$ cat src/rtl/mem_accum_ctrl.sv
`default_nettype none
// ============================================================================
// mem_accum_ctrl : sequences COUNT reads from a synchronous memory, sums them
//                  and optionally writes the saturated sum back.
// Revision: 1.0  initial release
// ============================================================================
module mem_accum_ctrl #(
   parameter int ADDR_W = 4,
   parameter int DATA_W = 8,
   parameter int ACC_W  = 12
) (
   input  logic              clk,
   input  logic              rst_n,
   input  logic              start,
   input  logic [ADDR_W-1:0] base_addr,
   input  logic [ADDR_W:0]   count,
   input  logic              wb_en,
   input  logic [ADDR_W-1:0] wb_addr,
   output logic              mem_rw,
   output logic [ADDR_W-1:0] mem_addr,
   output logic [DATA_W-1:0] mem_data_in,
   input  logic [DATA_W-1:0] mem_data_out,
   output logic              busy,
   output logic              done,
   output logic [ACC_W-1:0]  sum
);

   localparam logic [2:0] S_IDLE  = 3'd0;
   localparam logic [2:0] S_READ  = 3'd1;
   localparam logic [2:0] S_DRAIN = 3'd2;
   localparam logic [2:0] S_WRITE = 3'd3;
   localparam logic [2:0] S_DONE  = 3'd4;

   logic [2:0]        r_state;
   logic [ADDR_W-1:0] r_base;
   logic [ADDR_W-1:0] r_wb_addr;
   logic [ADDR_W-1:0] r_idx;
   logic [ADDR_W:0]   r_count;
   logic              r_wb_en;
   logic              r_rd_vld;
   logic [ACC_W-1:0]  r_sum;

   logic [ADDR_W:0]   w_last_idx;
   logic [DATA_W-1:0] w_sat;

   assign w_last_idx = r_count - {{ADDR_W{1'b0}}, 1'b1};
   // Any bit above the data width set means the sum no longer fits a word.
   assign w_sat      = (|r_sum[ACC_W-1:DATA_W]) ? {DATA_W{1'b1}} : r_sum[DATA_W-1:0];

   always_ff @(posedge clk or negedge rst_n) begin
      if (!rst_n) begin
         r_state   <= S_IDLE;
         r_base    <= '0;
         r_wb_addr <= '0;
         r_idx     <= '0;
         r_count   <= '0;
         r_wb_en   <= 1'b0;
         r_rd_vld  <= 1'b0;
         r_sum     <= '0;
      end else begin
         // Memory data lags the read address by one cycle.
         r_rd_vld <= (r_state == S_READ);
         if (r_rd_vld) begin
            r_sum <= r_sum + {{(ACC_W-DATA_W){1'b0}}, mem_data_out};
         end
         case (r_state)
            S_IDLE: begin
               if (start) begin
                  r_base    <= base_addr;
                  r_count   <= count;
                  r_wb_en   <= wb_en;
                  r_wb_addr <= wb_addr;
                  r_idx     <= '0;
                  r_sum     <= '0;
                  if (count == '0) begin
                     r_state <= wb_en ? S_WRITE : S_DONE;
                  end else begin
                     r_state <= S_READ;
                  end
               end
            end
            S_READ: begin
               r_idx <= r_idx + {{(ADDR_W-1){1'b0}}, 1'b1};
               if ({1'b0, r_idx} == w_last_idx) begin
                  r_state <= S_DRAIN;
               end
            end
            S_DRAIN: r_state <= r_wb_en ? S_WRITE : S_DONE;
            S_WRITE: r_state <= S_DONE;
            S_DONE:  r_state <= S_IDLE;
            default: r_state <= S_IDLE;
         endcase
      end
   end

   always_comb begin
      mem_addr = '0;
      if (r_state == S_READ) begin
         mem_addr = r_base + r_idx;
      end else if (r_state == S_WRITE) begin
         mem_addr = r_wb_addr;
      end
   end

   // The memory writes on every edge with rw low, so only WRITE may drop it.
   assign mem_rw      = (r_state != S_WRITE);
   assign mem_data_in = (r_state == S_WRITE) ? w_sat : '0;
   assign busy        = (r_state != S_IDLE);
   assign done        = (r_state == S_DONE);
   assign sum         = r_sum;

endmodule
`default_nettype wire

$ cat config.mk
export PLATFORM = sky130hd
export DESIGN_NAME = mem_accum_ctrl
export DESIGN_NICKNAME = d
export VERILOG_FILES = /design/src/rtl/mem_accum_ctrl.sv
export SDC_FILE = /design/constraint.sdc
export NUM_CORES = 1
export LEC_CHECK = 0
export CORE_AREA = 2 2 77 79
export CTS_CLUSTER_SIZE = 12
export DETAILED_ROUTE_END_ITERATION = 10
export DIE_AREA = 0 0 79 81
export HOLD_SLACK_MARGIN = 0.02
export PLACE_DENSITY = 0.66
export SYNTH_ARGS = -nofsm -noshare
export SYNTH_HDL_FRONTEND = slang
export SYNTH_SLANG_ARGS = --single-unit
$ cat constraint.sdc
create_clock -name clk -period 2.35 [get_ports clk]
set_input_delay 0.235 -clock clk [delete_from_list [all_inputs] [get_ports clk]]
set_output_delay 0.235 -clock clk [all_outputs]
set_load 0.1 [all_outputs]
==> run summary <==
GPL Wtd Cong = 0.898
Die X = 79 um
DR vias/cell = 5.11
TritonCTS clock tree = built
post-synthesis sequential area ratio = 0.391
core footprint = 5680 sq um
Tot GR Track Use = 0.169
Yosys top cell area share = 0.391
# setup viols final = 0
Mapped Nets = 294
I/O pin total = 52
critical path arrival = 2.00 ns
commonest cells in the netlist = nand2_1 (49), dfrtp_1 (34), nor2_1 (28)
global-route wire length before repair = 8640 um
Area contributors post-synth = dfrtp_1 (39%), nand2_1 (8.4%), ha_1 (7.5%)
Final Core Density = 0.537
TritonCTS buffer count = 5
#FFs+latches synth = 34
clock latency at the later pin of the worst-skew pair = 0.29 ns
number of max-cap violations = 0
clk buf depth = 2
clock sinks = 34
nets = 348
Starting Density = 0.384
Post CTS Setup Buffer Count = 0
Worst-Margin Slew = 0.467 ns
CP Launch Type = register
asr flop ratio synth = 1.00
drt first pass iters = 4
main flop type after synthesis = dfrtp_1
Initial DRC Count = 63
initial antenna violation count = 0
Die Footprint = 6400 sq um
WL per Instance = 13.2 um
Placed Instance Area = 2960 sq um
Vias = 1,964
final slew viol count = 0
# rows = 28
Avg Cell Area, Syn = 8.58 sq um
Mapped Cells = 254
mapped cell area = 2180 sq um
largest net degree at the start of global routing = 35
Worst-path clk slew = 0.08 ns
DRC viols = 0
library cells used by synthesis = 49
Port Buffers = 51
Synth area leader = dfrtp_1
Critical Path RT = 2.12 ns
die height = 81 um
crit-path max FO = 6
crit end category = output port
Root Driver = clkbuf_8
grt ovf = 0
RSZ-0062 raised after global routing = false
Final Instance Area = 3050 sq um
Synth-to-Final Area Change = 40.0%
post-route antenna net violation count = 0
hold violation total from the final report = 0
Post-synth EDFFs = 0
worst rel slew slack = 0.688
H-Tree Depth = 2
clk_skew = 0.0100 ns
most frequent cell after synthesis = nand2_1
fmax = 0.447 GHz
status = complete, no violations
fin crit period = 2.24 ns
ant diodes = 0
Crit Path Class = register to output port
worst hold path type = primary input to async pin
final period utilization = 0.952
layout cells sized above 1 = 0.214
Yosys warning count = 0
hold bufs inserted after CTS = 0
PostCTS Resize Cnt = 0
hpwl dp = 3710 um
WL final = 5050 um
number of global-route vias before repair = 1,890
==> cells by family after synthesis <==
family	Yosys count	share of synthesized area
AOI/OAI and AO/OA	55	0.165
adders and majority gates	15	0.0931
and+or+nand+nor	113	0.241
muxes	4	0.0184
DFF	34	0.391
xor gates and xnor gates	13	0.0523
buffers and inverters	20	0.0402
==> final timing paths <==
check	start	endpoint	slack (ns)	cells after the start
setup / recovery	r_idx[0]	mem_addr[2]	0.11	6
hold / removal	rst_n	r_idx[2]	0.37	2
setup reg to reg	sum[0]	sum[6]	0.41	6
hold reg to reg	r_wb_addr[2]	r_wb_addr[2]	0.48	2
max in group asynchronous	rst_n	sum[7]	1.63	2
min in group clk	wb_addr[0]	r_wb_addr[0]	0.47	3
==> metrics by stage <==
step                      hold WS [ns]  instances  TNS [ns]  setup WS, ns
final                            0.373        384         0         0.113
after global routing             0.423        384         0        0.0136
after CTS                        0.381        384         0        0.0857
after detailed placement         0.464        376         0         0.195
after global placement           0.466        376         0         0.225
after floorplan                -0.0606        254    -0.373        -0.373
==> layer usage <==
layer | share of wire | up-vias | GRT usage
li1 | - | 999 | -
met1 | 0.46 | 911 | 0.223
met2 | 0.49 | 50 | 0.286
met3 | 0.047 | 4 | 0.0344
met4 | 0.0051 | 0 | 0.0448
met5 | 0 | - | 0
==> sequential cells by signal, indices dropped and copies added (netlist names) <==
signal     count
sum           12
r_count        5
r_base         4
r_idx          4
r_wb_addr      4
r_state        3
r_rd_vld       1
r_wb_en        1
==> cell usage in the layout, fill, tap and decap left out, drive strengths merged, types with 2 or more instances in the layout <==
cell	instances
a21oi	9
o31ai	2
clkdlybuf4s50	24
mux2i	4
or3	2
xor2	6
dfrtp	34
a211oi	6
nand4	2
a21o	6
o21ai	20
nand2	49
nand3	9
inv	6
nor3	6
or2	3
and3	2
nand3b	2
ha	13
clkbuf	7
nand2b	2
a2111o	2
fa	2
clkinv	4
xnor2	7
nor2	28
buf	34
==> area by class of cell <==
cell class,count,area [sq um]
sequential,34,855
fill,549,2630
clock buffer,7,86.3
timing repair buffer,58,658
multi-input combinational,200,1320
inverter,9,36.3
clock inverter,1,5.00
tap,75,93.8
==> worst max-delay path, stage by stage (launching register included) <==
cell,delay [ns]
dfrtp_1,0.47
ha_1,0.21
inv_1,0.05
fa_1,0.37
xor2_1,0.15
o21ai_1,0.24
buf_12,0.21
Power is not shown: default switching activity piles up to over one toggle a cycle in this logic, so the estimate is an artifact.
